[config.mk]
export PLATFORM = sky130hd
export DESIGN_NAME = cordic_pipe_param
export DESIGN_NICKNAME = d
export VERILOG_FILES = /design/src/rtl/cordic_pipe_param.sv
export SDC_FILE = /design/constraint.sdc
export NUM_CORES = 2
export LEC_CHECK = 0
export ABC_AREA = 1
export BUFFER_PORTS_ARGS = -buffer_cell sky130_fd_sc_hd__buf_4
export CORE_MARGIN = 2
export CORE_UTILIZATION = 65
export CTS_BUF_LIST = sky130_fd_sc_hd__clkbuf_2
export DETAILED_ROUTE_END_ITERATION = 10
export GPL_ROUTABILITY_DRIVEN = 0
export GPL_TIMING_DRIVEN = 1
export PLACE_DENSITY = 0.82
export REMOVE_ABC_BUFFERS = 1
export SYNTH_ARGS = -nofsm -noshare
export SYNTH_HDL_FRONTEND = slang
export SYNTH_SLANG_ARGS = --single-unit
[constraint.sdc]
create_clock -name Clk -period 73.4 [get_ports Clk]
set_input_delay 7.34 -clock Clk [delete_from_list [all_inputs] [get_ports Clk]]
set_output_delay 7.34 -clock Clk [all_outputs]
set_load 0.005 [all_outputs]
[src/rtl/cordic_pipe_param.sv]
// cordic_pipe_param: fully registered rotation/vectoring CORDIC with per-sample mode, tag and global stall
// Ports: Clk, Reset (sync, active-high); In_valid/In_ready, In_mode (0 rot, 1 vec), In_x, In_y, In_z, In_tag;
//        Out_valid/Out_ready, Out_x, Out_y (WIDTH+2), Out_z, Out_mode, Out_tag.
// Macro CORDIC_GAIN_COMP_EN adds one register stage scaling x/y by K = 19898/2^15 (latency STAGES+2).
module cordic_pipe_param #(
  parameter int WIDTH       = 16,
  parameter int ANGLE_WIDTH = 16,
  parameter int STAGES      = 16,
  parameter int TAG_WIDTH   = 4
) (
  input  logic                         Clk,
  input  logic                         Reset,
  input  logic                         In_valid,
  output logic                         In_ready,
  input  logic                         In_mode,
  input  logic signed [WIDTH-1:0]      In_x,
  input  logic signed [WIDTH-1:0]      In_y,
  input  logic signed [ANGLE_WIDTH-1:0] In_z,
  input  logic [TAG_WIDTH-1:0]         In_tag,
  output logic                         Out_valid,
  input  logic                         Out_ready,
  output logic signed [WIDTH+1:0]      Out_x,
  output logic signed [WIDTH+1:0]      Out_y,
  output logic signed [ANGLE_WIDTH-1:0] Out_z,
  output logic                         Out_mode,
  output logic [TAG_WIDTH-1:0]         Out_tag
);
  localparam int XW = WIDTH + 2;
  localparam int AW = ANGLE_WIDTH;
  // atan(2^-i) in binary angle units; Taylor series is exact enough for t <= 1/2, i = 0 is pi/4
  function automatic logic [STAGES*AW-1:0] atan_tab();
    logic [STAGES*AW-1:0] r;
    real t, s, p, pi, sc;
    r = '0;
    pi = 3.14159265358979323846;
    sc = 1.0;
    for (int k = 1; k < AW; k++) sc = sc * 2.0;
    t = 1.0;
    for (int i = 0; i < STAGES; i++) begin
      s = 0.0;
      p = t;
      for (int k = 0; k < 60; k++) begin
        s = s + ((k % 2 == 1) ? -p : p) / (2 * k + 1);
        p = p * t * t;
      end
      if (i == 0) s = pi / 4.0;
      r[i*AW +: AW] = AW'($rtoi(s / pi * sc + 0.5));
      t = t / 2.0;
    end
    return r;
  endfunction
  localparam logic [STAGES*AW-1:0] ATAN = atan_tab();
  logic                  advance, flip;
  logic signed [XW-1:0]  xe, ye;
  logic                  v [0:STAGES];
  logic                  m [0:STAGES];
  logic [TAG_WIDTH-1:0]  t [0:STAGES];
  logic signed [XW-1:0]  x [0:STAGES];
  logic signed [XW-1:0]  y [0:STAGES];
  logic signed [AW-1:0]  z [0:STAGES];
  logic signed [XW-1:0]  xn [0:STAGES-1];
  logic signed [XW-1:0]  yn [0:STAGES-1];
  logic signed [AW-1:0]  zn [0:STAGES-1];
  assign advance  = !Out_valid || Out_ready;
  assign In_ready = advance;
  assign xe = XW'(In_x);
  assign ye = XW'(In_y);
  // fold the input into the right half-plane so every micro-rotation sequence converges
  assign flip = In_mode ? In_x[WIDTH-1] : (In_z[AW-1] ^ In_z[AW-2]);
  for (genvar g = 0; g < STAGES; g++) begin : stg
    logic up;
    assign up    = m[g] ? y[g][XW-1] : !z[g][AW-1];
    assign xn[g] = up ? x[g] - (y[g] >>> g) : x[g] + (y[g] >>> g);
    assign yn[g] = up ? y[g] + (x[g] >>> g) : y[g] - (x[g] >>> g);
    assign zn[g] = up ? z[g] - ATAN[g*AW +: AW] : z[g] + ATAN[g*AW +: AW];
  end
  always_ff @(posedge Clk)
    if (Reset) begin
      for (int i = 0; i <= STAGES; i++) begin
        v[i] <= 1'b0;
        m[i] <= 1'b0;
        t[i] <= '0;
        x[i] <= '0;
        y[i] <= '0;
        z[i] <= '0;
      end
    end else if (advance) begin
      v[0] <= In_valid;
      m[0] <= In_mode;
      t[0] <= In_tag;
      x[0] <= flip ? -xe : xe;
      y[0] <= flip ? -ye : ye;
      z[0] <= flip ? {~In_z[AW-1], In_z[AW-2:0]} : In_z;
      for (int i = 0; i < STAGES; i++) begin
        v[i+1] <= v[i];
        m[i+1] <= m[i];
        t[i+1] <= t[i];
        x[i+1] <= xn[i];
        y[i+1] <= yn[i];
        z[i+1] <= zn[i];
      end
    end
`ifdef CORDIC_GAIN_COMP_EN
  always_ff @(posedge Clk)
    if (Reset) begin
      Out_valid <= 1'b0;
      Out_mode  <= 1'b0;
      Out_tag   <= '0;
      Out_x     <= '0;
      Out_y     <= '0;
      Out_z     <= '0;
    end else if (advance) begin
      Out_valid <= v[STAGES];
      Out_mode  <= m[STAGES];
      Out_tag   <= t[STAGES];
      Out_x     <= XW'(((XW+16)'(x[STAGES]) * (XW+16)'(19898) + (XW+16)'(16384)) >>> 15);
      Out_y     <= XW'(((XW+16)'(y[STAGES]) * (XW+16)'(19898) + (XW+16)'(16384)) >>> 15);
      Out_z     <= z[STAGES];
    end
`else
  assign Out_valid = v[STAGES];
  assign Out_mode  = m[STAGES];
  assign Out_tag   = t[STAGES];
  assign Out_x     = x[STAGES];
  assign Out_y     = y[STAGES];
  assign Out_z     = z[STAGES];
`endif
endmodule

* After elaboration in Yosys (flattened, before gate mapping)
Memories as Yosys holds them, arrays and structs flattened. Index checks and enable logic that the tools add are counted. Widths: inputs -> output; s select.
Operators by class: bitwise gates (word level) 104, reductions and logical operators 18, multiplexer cells 174, add/subtract/negate cells 95
Operators with widths (count):
- $mux 18 | 68
- $mux 16 | 33
- $or 1x1->1 | 102
- $mux 4 | 17
- $mux 1 | 56
- $add 18x10->18 | 2
- $add 18x11->18 | 2
- $add 18x12->18 | 2
- $add 18x13->18 | 2
- $add 18x14->18 | 2
- $add 18x15->18 | 2
- $add 18x16->18 | 2
- $add 18x17->18 | 2
- $add 18x3->18 | 2
- $add 18x4->18 | 2
- $add 18x5->18 | 2
- $add 18x6->18 | 2
- $add 18x7->18 | 2
- $add 18x8->18 | 2
- $add 18x9->18 | 2
- $neg 16->18 | 2
- $sub 18x10->18 | 2
- $sub 18x11->18 | 2
- $sub 18x12->18 | 2
- other kinds (46) | 77
Word-level totals: register bits 0, output and inout bits 59, logic and storage cells 397, bits of input ports 57, memories 6, RAM bits 986
Memories:
- x | words 17, width 18, rd ports 17, clocked after memory_dff 0, wr ports 17, line 58 | logic signed [XW-1:0] x [0:STAGES];
- y | words 17, width 18, rd ports 17, clocked after memory_dff 0, wr ports 17, line 59 | logic signed [XW-1:0] y [0:STAGES];
- z | words 17, width 16, rd ports 17, clocked after memory_dff 0, wr ports 17, line 60 | logic signed [AW-1:0] z [0:STAGES];
- t | words 17, width 4, rd ports 17, clocked after memory_dff 0, wr ports 17, line 57 | logic [TAG_WIDTH-1:0] t [0:STAGES];
- m | words 17, width 1, rd ports 17, clocked after memory_dff 0, wr ports 17, line 56 | logic m [0:STAGES];
- v | words 17, width 1, rd ports 17, clocked after memory_dff 0, wr ports 17, line 55 | logic v [0:STAGES];

* Depth between registers and ports, before layout
word-level depth 6, gate-level depth with buffers 20, gate-level depth less buffers 20

* Worst setup path before layout
Ideal clock, no wire load.
path kind input to register, start in Out_ready, end mem m[0][0], enable pin, setup slack 34994 ps, required time 64172 ps, data arrival time 29178 ps, stages 2, buffers on the path 0, cell sequence inv_1 > nand3_1
RTL lines:
- from (decl) | line 21 | input logic Out_ready,
- to (decl) | line 56

* Worst setup path after layout
start in Out_ready, end out In_ready
Between the ends: cells in the longest elaborated chain, start to end 1
RTL lines:
- $logic_or 1x1->1 | line 64 | assign advance = !Out_valid || Out_ready;
- to (decl) | line 14 | output logic In_ready,
No other way between the ends.

==> impl_results.md <==
- Area leader, netlist: edfxtp_1
- Die Area: 129,000 um2
- Initial Util: 65.5%
- Vias in the first global route: 73,300
- Via density: 5.94
- Post-route cell area: 87,100 um2
- Dpl hpwl: 159 mm
- Worst skew pair latency: 1670 ps
- Mapped Cells: 10,800
- Crit path cell chain: buf_4 -> inv_1 -> nand2_1 -> buf_4
- Max incr delay on CP: 160 ps
- Crit-path max FO: 2
- Reg2reg start: v[8][0]
- GR Layer Usage met3: 4.97%
- Total wire length: 212 mm
- Cell Rows: 130
- Global-route wire length before repair: 346 mm
- GR Util met1: 37.0%
- Commonest cells after routing, fill and taps aside: nand2_1, inv_1, nor2_1
- Antenna-violating nets left: 0
- Slowest cell on crit path: buf_4
- Critical path type: in -> out
- Tmin final: 15,190 ps
- Ys async rst share: 0%
- Fin util: 69.3%
- Area Overhead vs Synth: 5.93%
- Die width: 360 um
- Worst hold-check path type: reg -> reg
- Number of remaining DRC errors: 1
- First drt pass iteration count: 11
- Fill cells: 10,300
- Cell count after placement: 12,400
- Critical hold path startpoint: t[0][12]
- Via count: 76,500
- Commonest non-fill, non-tap cell in the layout: nand2_1
- Initial DRC Count: 7,285
- CTS tree: yes
- Max Root-Sink Buffers: 4
- Fmax: 65.8 MHz
- Final hold vios: 0
- Seq/Total Area, Yosys: 36.0%
- Largest net degree at the start of global routing: 182
- Worst-margin pin slew: 1120 ps
- CTS sink count: 985
- All-Layer GR Usage: 32.1%
- Outcome: finished, violations left
- IO Pins: 116
- Worst endpoint required time: 66,060 ps
- Clock transition at path regs: 90 ps
- H-tree depth: 5
- Avg Cell Area, Syn: 7.61 um2
- Clock Tree Root: clkbuf_2
- Total grt overflow: 0
- Final setup violating endpoints: 0
- Post-CTS setup buffers: 0
- Unrepaired setup endpoints after global routing: no
- Synth Warn #: 0
- Final #Nets: 12,000
- Critical Path Most Common Cell: buf_4
- Dpl cell area: 84,600 um2
- Max-slew violation count: 0
- GRT busiest layer: met2
- Rel. slew slack: 25.3%
- Crit path capture type: output pin
- Synth area leaders: edfxtp_1, ha_1, nand2_1
- PortBufs: 115
- Core area: 126,000 um2
- Met2 usage: 55.8%
- Post-DR wirelength/cell: 16.5 um
- Cts repair resizes: 0
- CP Data Arrival Time: 7850 ps
- Synthesized flop and latch total: 985
- Startpoint Class: primary input
- Vert. Die Dim: 360 um
- Post-Syn Area: 82,200 um2
- Cts bufs inserted: 285
- Post-Route Skew: 177 ps
- Share of cells above drive strength 1: 5.69%
- Yosys cell types: 56
- Max-Cap Viols: 0
- Post-synth top area share: 36.0%
- Critical Path Source: Out_ready
- Final TNS setup: 0 ps
- Post-synth EDFFs: 985
- Top FF cell, synth: edfxtp_1
- Failing checks: DRC
- Final Cycle Share: 20.7%
- Final Non-Filler Cells: 12,900
- # hold bufs at CTS: 0
- Antenna violations before repair: 4
[worst max-delay path: cells and delay by family]
family                 cells  cell delay (ps)
buffers and inverters      3              380
and+or+nand+nor            1              130
[Yosys cell counts, drive strengths merged, types with 48 or more instances]
cell type,count
xor2,216
nor3,198
ha,821
o21a,74
buf,76
xnor2,52
nor2,1411
a31oi,62
a21oi,1202
o21ai,816
fa,48
edfxtp,985
clkbuf,91
a21o,169
nand4,88
a21boi,55
nand3,623
o21bai,98
nand2,2085
inv,1466
[worst paths after layout]
path,slack (ps),to,depth (start not counted)
worst max-delay path,58210,In_ready,4
worst min-delay path,540,t[0][16],2
worst max register to register,68380,z[0][52],8
worst min register to register,540,t[0][16],2
[cells by family (layout without fill, tap and decap cells)]
kind of cell    Yosys count  count (layout)  synth area share [%]
other cells               0               7                     0
xor+xnor                268             268                  2.94
fa+ha+maj               869             869                  13.7
buf+inv                1633            2069                  7.64
flops                   985             985                  36.0
compound gates         2535            2535                  17.1
simple gates           4508            4508                  22.6
[final cells by class]
type	instances	area, um2	share of cell area, %
Multi-Input combinational cell	8180	46400	53.2
Tap cell	1650	2060	2.37
Clock inverter	84	522	0.599
Clock buffer	376	1880	2.16
Timing Repair Buffer	143	1140	1.30
Sequential cell	985	29600	34.0
Inverter	1466	5520	6.33
Antenna cell	7	17.5	0.0201
[flip-flops by register name, indices dropped and copies added (netlist names)]
name  cells
t        68
m        17
x       306
z       272
v        17
y       305
[routing by layer]
metal	up-vias	share of wire, %
met5	-	0
met4	0	6.0
met3	910	7.3
met2	3537	48
met1	34700	39
li1	37400	-
[stage by stage]
step	hold slack, ps	setup slack (ps)
final	537	58210
after global routing	543	58180
after CTS	519	58210
after detailed placement	532	58210
after global placement	520	58220
after floorplan	519	34990
Power is left out: the tool's default activity adds up to more than one toggle a clock period on the data nets, which glitch-free logic cannot reach.
